**src/rtl/bus_source_arbiter.sv**
```systemverilog
`default_nettype none
// ---------------------------------------------------------------------------
// bus_source_arbiter: round-robin owner of the 4:1 A09 bus mux select lines.
// Revision: 1.0
// ---------------------------------------------------------------------------
module bus_source_arbiter #(
  parameter int MaxHold    = 16,
  parameter int CountWidth = 5
) (
  input  logic       Clk,
  input  logic       Reset,
  input  logic [3:0] Req,
  input  logic       Ack,
  output logic [1:0] Select,
  output logic [3:0] Grant,
  output logic       Valid,
  output logic       Timeout
);

  localparam logic [0:0] ST_IDLE  = 1'b0;
  localparam logic [0:0] ST_GRANT = 1'b1;

  localparam logic [CountWidth-1:0] HOLD_LAST = CountWidth'(MaxHold - 1);

  logic [0:0]            state_q,   state_d;
  logic [1:0]            ptr_q,     ptr_d;
  logic [CountWidth-1:0] cnt_q,     cnt_d;
  logic [1:0]            sel_q,     sel_d;
  logic [3:0]            grant_q,   grant_d;
  logic                  valid_q,   valid_d;
  logic                  timeout_q, timeout_d;

  logic [1:0] winner;
  logic [1:0] idx;
  logic       found;

  // Rotating search starting at the pointer; first asserted request wins.
  always_comb begin
    winner = ptr_q;
    idx    = ptr_q;
    found  = 1'b0;
    for (int i = 0; i < 4; i++) begin
      idx = ptr_q + 2'(i);
      if (!found && Req[idx]) begin
        winner = idx;
        found  = 1'b1;
      end
    end
  end

  always_comb begin
    state_d   = state_q;
    ptr_d     = ptr_q;
    cnt_d     = cnt_q;
    sel_d     = sel_q;
    grant_d   = grant_q;
    valid_d   = valid_q;
    timeout_d = 1'b0;
    case (state_q)
      ST_IDLE: begin
        if (found) begin
          state_d = ST_GRANT;
          sel_d   = winner;
          grant_d = 4'b0001 << winner;
          valid_d = 1'b1;
          cnt_d   = '0;
        end
      end
      ST_GRANT: begin
        // Completion and withdrawal outrank the hold timeout.
        if (Ack || !Req[sel_q] || (cnt_q == HOLD_LAST)) begin
          state_d   = ST_IDLE;
          grant_d   = 4'b0000;
          valid_d   = 1'b0;
          ptr_d     = sel_q + 2'd1;
          timeout_d = !Ack && Req[sel_q];
        end else begin
          cnt_d = cnt_q + 1'b1;
        end
      end
      default: begin
        state_d = ST_IDLE;
        grant_d = 4'b0000;
        valid_d = 1'b0;
      end
    endcase
  end

  always_ff @(posedge Clk) begin
    if (Reset) begin
      state_q   <= ST_IDLE;
      ptr_q     <= 2'd0;
      cnt_q     <= '0;
      sel_q     <= 2'd0;
      grant_q   <= 4'b0000;
      valid_q   <= 1'b0;
      timeout_q <= 1'b0;
    end else begin
      state_q   <= state_d;
      ptr_q     <= ptr_d;
      cnt_q     <= cnt_d;
      sel_q     <= sel_d;
      grant_q   <= grant_d;
      valid_q   <= valid_d;
      timeout_q <= timeout_d;
    end
  end

  assign Select  = sel_q;
  assign Grant   = grant_q;
  assign Valid   = valid_q;
  assign Timeout = timeout_q;

endmodule
`default_nettype wire

```
**config.mk**
```make
export PLATFORM = sky130hd
export DESIGN_NAME = bus_source_arbiter
export DESIGN_NICKNAME = d
export VERILOG_FILES = /design/src/rtl/bus_source_arbiter.sv
export SDC_FILE = /design/constraint.sdc
export NUM_CORES = 1
export LEC_CHECK = 0
export CAP_MARGIN = 20
export CORE_ASPECT_RATIO = 1.4
export CORE_UTILIZATION = 30
export CTS_CLUSTER_SIZE = 24
export DETAILED_ROUTE_END_ITERATION = 12
export MAX_ROUTING_LAYER = met4
export PLACE_DENSITY = 0.53
export SLEW_MARGIN = 20
export SYNTH_ARGS = -nofsm -noshare
export SYNTH_HDL_FRONTEND = slang
export SYNTH_SLANG_ARGS = --single-unit
```
**constraint.sdc**
```tcl
create_clock -name Clk -period 5.4 [get_ports Clk]
set_input_delay 1.35 -clock Clk [delete_from_list [all_inputs] [get_ports Clk]]
set_output_delay 1.35 -clock Clk [all_outputs]
set_load 0.005 [all_outputs]
```
==> results.md, run 1 <==
* Die Wd at ~47 µm
* Worst vdd ir at 0.102 mV
* Initial drt markers at 4
* WL/cell at between 10 and 15 µm
* Cell count after synthesis at 99
* Outcome: finished, final reports clean
* Final Setup Violations at 0
* Asr flop ratio synth at 0%
* Power per cell area at 237 nW/µm²
* Slew Viols, Final at 0
* Std-Cell Rows at 22
* Combinational share of power at between 20% and 30%
* Worst path max stage delay at approximately 470 ps
* Met1 usage at 12.9%
* Worst-skew pair later-pin latency at 280 ps
* Clock H-tree levels at 1
* Non-filler cells, final at 148
* Ports at 15
* Area post-placement at ~1000 µm²
* Register area share after synthesis at between 30% and 40%
* Synth unique cells at 39
* Crit start category: primary input
* Sw Share at roughly 28%
* Reg clk slew, reported paths at about 90 ps
* Post-DP HPWL at between 1000 and 1500 µm
* Post-CTS Setup Bufs at 0
* Initial Util at around 32%
* Final period util at slightly above 50%
* Final hold violations at 0
* CTS resizes at 0
* Worst slew pin tran at about 640 ps
* Total global-route track usage at 12.0%
* Placed cell count at ~150
* Slowest CP cell: clkdlybuf4s50_1
* Gr busiest metal: met2
* # hold bufs at CTS at 0
* Bufs and invs on worst path at 1
* DRC at 0
* Initial antenna violation count at 0
* Router iterations before antenna repair at 2
* CP Capture Type: flip-flop
* Total clock sinks at 16
* GRT met2 Usage at roughly a fifth
* Hold crit path type: reg -> reg
* Antenna Diode Count at 0
* Global-route wire length before repair at between 2000 and 3000 µm
* RSZ-0062 raised after global routing: no
* Max Freq at 368 MHz
* Commonest non-fill, non-tap cell in the layout: dfxtp_1
* Post-synth EDFFs at 0
* Final nets at ~120
* CP max FO at 8
* Flop pwr share at between 50% and 60%
* Max-slew headroom at about 57%
* Gpl congestion at 0.673
* Pin count of the biggest net entering global routing at 17
* Yosys warnings at 0
* CTS tree: yes
* Post-Route Skew at 1.21 ps
* CP Data Required Time at approximately 5600 ps
* Worst setup path class: in -> reg
* Minimum clock period at 2720 ps
* Inserted Clock Buffers at 3
* Met3 Use GR at 1.67%
* Syn avg cell area at between 8 and 9 µm²
* Vias at 721
* P_sw at a little under 0.07 mW
* Max_cap viols at 0
* Internal at 0.177 mW
* Synth Register Bits at 16
* Syn_nets at roughly 110
* Via/cell ratio at roughly 4.9
* Design area at between 1000 and 1500 µm²
* Layout cells sized above 1 at between 10% and 20%
* Synth Cell Area at between 800 and 900 µm²
* Area Growth Syn to Fin at 22.1%
* Clock Tree Buf Depth at 2
* Total die area at ~3000 µm²
* Critical Path AT at between 2000 and 3000 ps
* Die Y at about 65 µm
* Leak at 0.350 nW
* Vias in the first global route at between 600 and 700
* Drt total wl at around 1700 µm
* Clock power share at roughly 25%
* Most frequent cells in the layout: dfxtp_1 (16), clkdlybuf4s50_1 (14), nor2_1 (12)
* CP Cell Sequence: clkdlybuf4s50_1 > or3b_4 > o221ai_4 > and2_4 > nand2_2 > a21oi_2
* Setup TNS Final at 0 ps
* Top Family by Delay on Critical Path: simple AND/OR/NAND/NOR gates
* GRT overflow at 0
* Port bufs at 14
* Top_reg_cell synth: dfxtp_1
* Filler cells at between 200 and 300
* Antenna-violating nets left at 0
* Core Region at 2640 µm²
* Clk root buf: clkbuf_4
## through the flow
stage          total power [mW]  hold slack [ps]  utilization, %  setup WS, ps
2_1_floorplan             0.167              457               -          3000
3_3_place_gp              0.187              450            38.4          2390
3_5_place_dp              0.187              461            38.4          2390
4_1_cts                   0.250              476            39.2          2670
5_1_grt                   0.259              497            39.2          2600
6_report                  0.245              471            39.2          2680
## Yosys cell counts, types with 2 or more instances
| master | number | area (µm²) |
|---|---|---|
| nor3_1 | 2 | 10.0 |
| nor2b_1 | 2 | 12.5 |
| or3_1 | 2 | 12.5 |
| a21oi_2 | 2 | 17.5 |
| ha_1 | 2 | 25.0 |
| or2_1 | 2 | 12.5 |
| inv_1 | 4 | 15.0 |
| a21oi_1 | 11 | 55.1 |
| dfxtp_1 | 16 | 320 |
| nor2_1 | 12 | 45.0 |
| o21ai_0 | 2 | 10.0 |
| nand3_1 | 4 | 20.0 |
| nand2_1 | 8 | 30.0 |
| xnor2_1 | 3 | 26.3 |
| nand3b_1 | 3 | 22.5 |
## flip-flops by register name (all words and copies together) (netlist names)
register	count
ptr_q	2
Valid	1
cnt_q	5
state_q	1
Timeout	1
Select	2
Grant	4
## worst paths after layout
kind,startpoint,end,slack (ps),cells past startpoint
setup reg to reg,cnt_q[0]$_SDFFE_PP0P_,Grant[1]$_SDFFE_PP0P_,3310,8
setup / recovery,Ack,Grant[1]$_SDFFE_PP0P_,2680,6
hold reg to reg,Grant[1]$_SDFFE_PP0P_,Grant[1]$_SDFFE_PP0P_,470,2
hold / removal,Grant[1]$_SDFFE_PP0P_,Grant[1]$_SDFFE_PP0P_,470,2
## routing by layer
metal | wire (µm) | vias to the layer above
met1 | 797 | 333
met4 | 23 | 0
met3 | 38 | 2
li1 | - | 379
met2 | 823 | 7
met5 | 0 | -
## cells by family (layout without fill, tap and decap cells)
family	count (synthesis)	count (layout)	synth area share, %
and+or+nand+nor	44	44	27.9
muxes	3	3	4.13
adders and majority gates	2	2	2.95
DFF	16	16	37.8
buffers and inverters	8	21	4.13
AOI/OAI and AO/OA	23	23	20.1
xor gates and xnor gates	3	3	3.10
## area by class of cell
class	instances	area (µm²)	share of cell area (%)
inverter	4	15.0	1.45
clock buffer	3	22.5	2.17
timing repair buffer	14	140	13.5
sequential	16	320	30.9
tap	36	45.0	4.35
multi-input combinational	75	493	47.6
## worst register-to-register path, cell delays in order (launching register included)
cell and delay (ps):
dfxtp_1 340, ha_1 210, and3_1 190, ha_1 220, or3b_4 390, o221ai_4 290, and2_4 210, nand2_2 50
a21oi_2 110
## power groups by stage
stage / sequential, mW / clock (mW) / combinational (mW)
finish: 0.131 / 0.0612 / 0.0526
global route: 0.133 / 0.0693 / 0.0572
CTS: 0.132 / 0.0653 / 0.0531
detailed placement: 0.134 / 0 / 0.0529
global placement: 0.134 / 0 / 0.0527
floorplan: 0.132 / 0 / 0.0357
No activity file was read; power rests on OpenSTA's default activity.
==> run 2, diff against run 1 <==
Clock period 5.4 ns to 2.7 ns, I/O delays scaled along.
==> run 2 against run 1 <==
  * Worst setup slack lost 2100 ps
  * Clock power grew to 2.5 times the previous value
  * Clock skew rose by 1.3 ps
  * Total power grew 120%
  * Utilization grew 1.1 points
  * Largest power group unchanged
  * Cell count is 2.0% higher
  * Register-to-register slack worse by 2700 ps
  * Sequential share of layout area down 0.84 points
  * Final area increased by 2.8%
  * Highest routed layer unchanged
==> results.md, run 2 (same netlist as run 1, synthesis figures left out) <==
* Ports at 15 (unchanged)
* Max reg flops at 5 (unchanged)
* Crit start category: flip-flop
* Final Setup Violations at 0 (unchanged)
* Post-DP HPWL at 1290 µm (+3.0%)
* Met3 WL post-DR at 46 µm (+21%)
* Pin count of the biggest net entering global routing at 17 (unchanged)
* Initial drt markers at 9 (+5)
* Die Y at 64.9 µm (unchanged)
* WL/cell at 11.6 µm (+2.4%)
* Met2 wire length at 901 µm (+9.5%)
* Inserted Clock Buffers at 3 (unchanged)
* Worst vdd ir at 0.231 mV (+130%)
* DRC at 0 (unchanged)
* Clock H-tree levels at 1 (unchanged)
* Total die area at 3050 µm² (unchanged)
* Commonest non-fill, non-tap cell in the layout: dfxtp_1
* Top Family by Delay on Critical Path: simple AND/OR/NAND/NOR gates
* Biggest register: cnt_q
* GRT overflow at 0 (unchanged)
* Setup slack after layout at 602 ps (-2080 ps)
* Bufs and invs on worst path at 0 (-1)
* Slew Viols, Final at 0 (unchanged)
* CP Cell Sequence: ha_1 > and3_1 > ha_1 > or3b_4 > o221ai_4 > and2_4 > nand2_2 > a21oi_2
* Final hold violations at 0 (unchanged)
* Drt total wl at 1760 µm (+4.5%)
* Worst slew pin tran at 629 ps (-14.1 ps)
* Clk root buf: clkbuf_4
* Register Area at 320 µm² (unchanged)
* Min-Delay Startpoint: Grant[1]$_SDFFE_PP0P_
* FF-to-FF Start: cnt_q[0]$_SDFFE_PP0P_
* Slowest CP cell: or3b_4
* Filler cells at 297 (-0.34%)
* Initial antenna violation count at 0 (unchanged)
* Outcome: finished, final reports clean
* RSZ-0062 raised after global routing: no
* CP max FO at 8 (unchanged)
* Cell repeated most along the worst path: ha_1
* Vias at 739 (+2.5%)
* Minimum clock period at approximately 2100 ps
* Total clock sinks at 16 (unchanged)
* Port bufs at 14 (unchanged)
* Die Wd at 46.9 µm (unchanged)
* Core Region at 2640 µm² (unchanged)
* Setup TNS Final at 0 ps (unchanged)
* Max_cap viols at 0 (unchanged)
* Reg clk slew, reported paths at 90 ps (about the same)
* Layout cells sized above 1 at 13.9% (+2.3 points)
* Top sig layer: met4
* Antenna Diode Count at 0 (unchanged)
* Leak at 0.367 nW (+4.9%)
* CTS resizes at 0 (unchanged)
* Post-layout util at 40.3% (+1.1 points)
* Std-Cell Rows at 22 (unchanged)
* Final period util at between 70% and 80%
* Area Growth Syn to Fin at 25.5%
* # hold bufs at CTS at 0 (unchanged)
* CP Data Required Time at 2920 ps (-2690 ps)
* Hold crit path type: reg -> reg
* Final nets at 125 (+1.6%)
* Initial Util at 32.1% (unchanged)
* Area of the multi-input gates at 493 µm² (unchanged)
* Tot Pwr at 0.529 mW (+120%)
* Power per cell area at 497 nW/µm² (+110%)
* Vias in the first global route at 694 (+7.9%)
* CTS tree: yes
* Worst-skew pair later-pin latency at 280 ps (about the same)
* Most frequent cells in the layout: dfxtp_1 (16), clkdlybuf4s50_1 (14), nor2_1 (12)
* Worst path max stage delay at 390 ps (-80 ps)
* Critical Path AT at 2310 ps (-620 ps)
* Max Freq at ~480 MHz
* Post-CTS Setup Bufs at 0 (unchanged)
* Total global-route track usage at 13.3% (+1.3 points)
* Router iterations before antenna repair at 3 (+1)
* Via/cell ratio at 4.89 (+0.46%)
* CP Capture Type: flip-flop
* Gpl congestion at 0.703 (+4.4%)
* Global-route wire length before repair at 2900 µm (+12%)
* Post-Route Skew at 2.46 ps (+1.25 ps)
* Wl on met1 at 786 µm (-1.4%)
* Antenna-violating nets left at 0 (unchanged)
* Place WS at 353 ps (-2040 ps)
* Max-slew headroom at 58.0% (+0.95 points)
* Critical path origin: cnt_q[0]$_SDFFE_PP0P_
* Worst setup path class: reg -> reg
* Clock Tree Buf Depth at 2 (unchanged)
[run 2: cell types whose count changed in the layout (fill, tap and decap cells not counted)]
cell      delta
buf_4        +2
clkbuf_8     +1
[run 2: path summary, 6_finish.rpt]
path                      endpoint  slack (ps)  depth (start not counted)
min          Grant[1]$_SDFFE_PP0P_         460                          2
min reg2reg  Grant[1]$_SDFFE_PP0P_         460                          2
max reg2reg  Grant[1]$_SDFFE_PP0P_         600                          8
max          Grant[1]$_SDFFE_PP0P_         600                          8
[run 2: area by class of cell]
cell class,instances,area share (%)
tap,36,4.23
clock buffer,4,3.41
timing repair buffer,16,14.6
inverter,4,1.41
multi-input combinational,75,46.3
sequential,16,30.1
[run 2: worst min-delay path, delay by kind of cell (launching register included)]
kind	cells	cell delay, ps
AOI/OAI and AO/OA	1	40
DFF	1	330
and+or+nand+nor	1	60
[run 2: power by group]
part	switching (mW)	total (mW)	internal, mW
Clock	0.0740	0.156	0.0820
Combinational	0.0522	0.110	0.0578
Sequential	0.0141	0.263	0.249
[run 2: stage by stage]
step	cells	instance area [µm²]	hold slack, ps
finish	151	1060	462
detailed placement	147	1030	451
floorplan	99	848	457
CTS	151	1060	466
global placement	147	1030	449
global route	151	1060	494
[run 2: metal layers]
layer  GRT usage (%)  up-vias
met5               -        -
met1            15.0      349
met4            7.50        0
met3            1.67        2
li1                -      381
met2            21.7        7
==> run 3, diff against run 2 <==
Clock period 2.7 ns to 2.2 ns, I/O delays scaled along.
==> run 3 against run 2 <==
  * Clock skew about the same
  * Total power grew 16%
  * Combinational power rose by 30%
  * Worst setup slack worse by 490 ps
  * Clock-buffer cell count decreased by 1
  * Non-clock buffer count up 4
  * Utilization up 0.62 points
  * Highest routed layer unchanged
==> results.md, run 3 (same netlist as run 1, synthesis figures left out) <==
* Outcome: finished, final reports clean
* Max-slew headroom at 76.9% (+19 points)
* # hold bufs at CTS at 0 (unchanged)
* Initial drt markers at 10 (+1)
* Design area at 1080 µm² (+1.5%)
* Leak at 0.379 nW (+3.2%)
* Post-DP HPWL at 1320 µm (+2.0%)
* Area post-placement at 1060 µm² (+2.9%)
* Commonest non-fill, non-tap cell in the layout: dfxtp_1
* Std-Cell Rows at 22 (unchanged)
* Vias in the first global route at 722 (+4.0%)
* Max_cap viols at 0 (unchanged)
* Setup TNS Final at 0 ps (unchanged)
* Crit start category: flip-flop
* Max Freq at 478 MHz (+0.30%)
* Vias at 727 (-1.6%)
* Worst slew pin tran at 342 ps (-286 ps)
* Clock Tree Buf Depth at 2 (unchanged)
* CP max FO at 8 (unchanged)
* Global-route wire length before repair at 3060 µm (+5.5%)
* Post-CTS Setup Bufs at 0 (unchanged)
* Final Setup Violations at 0 (unchanged)
* Port bufs at 14 (unchanged)
* Worst setup path class: reg -> reg
* Final hold violations at 0 (unchanged)
* Post-Route Skew at 2.40 ps (-0.0590 ps)
* RSZ-0062 raised after global routing: no
* Total clock sinks at 16 (unchanged)
* Worst-skew pair later-pin latency at 270 ps (about the same)
* GRT overflow at 0 (unchanged)
* CTS resizes at 0 (unchanged)
* Initial Util at 32.1% (unchanged)
* Core Region at 2640 µm² (unchanged)
* Internal at 0.447 mW (+15%)
* DRC at 0 (unchanged)
* Clock power share at 23.8% (-5.7 points)
* Slew Viols, Final at 0 (unchanged)
* Layout cells sized above 1 at 16.1% (+2.2 points)
* Total global-route track usage at 14.2% (+0.84 points)
* Antenna Diode Count at 0 (unchanged)
* Total die area at 3050 µm² (unchanged)
* Router iterations before antenna repair at 4 (+1)
* Drt total wl at 1710 µm (-2.7%)
* Clock H-tree levels at 1 (unchanged)
* Combinational share of power at 23.4% (+2.6 points)
* Via/cell ratio at 4.72 (-3.5%)
* Clk root buf: clkbuf_4
* Die Wd at 46.9 µm (unchanged)
* Gpl congestion at 0.696 (-0.94%)
* Flop pwr share at 52.8% (+3.1 points)
* Die Y at 64.9 µm (unchanged)
* Antenna-violating nets left at 0 (unchanged)
* Final nets at 129 (+3.2%)
* CTS tree: yes
* Most frequent cells in the layout: dfxtp_1 (16), clkdlybuf4s50_1 (14), nor2_1 (12)
* WL/cell at 11.1 µm (-4.6%)
* Critical Path AT at 2310 ps (about the same)
* Max reg flops at 5 (unchanged)
* CP Data Required Time at 2410 ps (-510 ps)
* Power per cell area at 565 nW/µm² (+14%)
* Area Growth Syn to Fin at 27.4%
* CP Capture Type: flip-flop
* Hold crit path type: reg -> reg
* Initial antenna violation count at 0 (unchanged)
* Biggest register: cnt_q
* P_sw at 0.164 mW (+17%)
* Minimum clock period at 2090 ps (-6.27 ps)
* Pin count of the biggest net entering global routing at 12 (-5)
* Filler cells at 285 (-4.0%)
* Ports at 15 (unchanged)
* Worst vdd ir at 0.341 mV (+47%)
* Reg clk slew, reported paths at 90 ps (about the same)
* Final period util at 95.1% (+17 points)
* Sw Share at 26.9% (+0.38 points)
* Inserted Clock Buffers at 3 (unchanged)
## run 3: critical path, stage by stage (launching register included)
cell      delay (ps)
dfxtp_1          340
ha_1             210
and3_1           190
ha_1             220
or3b_4           390
o221ai_4         290
and2_4           220
nand2_2           50
a21oi_2          120
## run 3: power by group through the flow
stage                     sequential, mW  combinational, mW  clock (mW)
after floorplan                    0.323             0.0877           0
after global placement             0.329              0.144           0
after detailed placement           0.330              0.144           0
after CTS                          0.323              0.145       0.156
after global routing               0.326              0.160       0.166
final                              0.322              0.143       0.146
## run 3: through the flow
stage | power, mW | instances | util [%] | setup WS (ps) | hold slack [ps]
CTS | 0.625 | 154 | 40.9 | 90.7 | 470
global placement | 0.473 | 151 | 40.1 | -2.80 | 450
detailed placement | 0.474 | 151 | 40.1 | -33.1 | 457
finish | 0.611 | 154 | 40.9 | 108 | 466
global route | 0.652 | 154 | 40.9 | 5.99 | 495
floorplan | 0.411 | 99 | - | 281 | 457
## run 3: cell type report
class	count	area (µm²)	area share (%)
inverters	4	15.0	1.39
repair buffers	20	185	17.1
well taps	36	45.0	4.17
multi-input cells	75	493	45.6
flip-flops and latches	16	320	29.6
clock buffers	3	22.5	2.08
## run 3: path summary, 6_finish.rpt
check | from | cells after the start | slack [ps] | to
max | cnt_q[0]$_SDFFE_PP0P_ | 8 | 110 | Grant[1]$_SDFFE_PP0P_
min | Grant[1]$_SDFFE_PP0P_ | 2 | 470 | Grant[1]$_SDFFE_PP0P_
max reg2reg | cnt_q[0]$_SDFFE_PP0P_ | 8 | 110 | Grant[1]$_SDFFE_PP0P_
min reg2reg | Grant[1]$_SDFFE_PP0P_ | 2 | 470 | Grant[1]$_SDFFE_PP0P_
## run 3: metal layers
metal | part of all wire, % | vias up | track usage, %
met1 | 45 | 327 | 16.4
met3 | 2.5 | 2 | 1.67
met2 | 51 | 9 | 22.9
met5 | 0 | - | -
met4 | 1.3 | 0 | 7.50
li1 | - | 389 | -
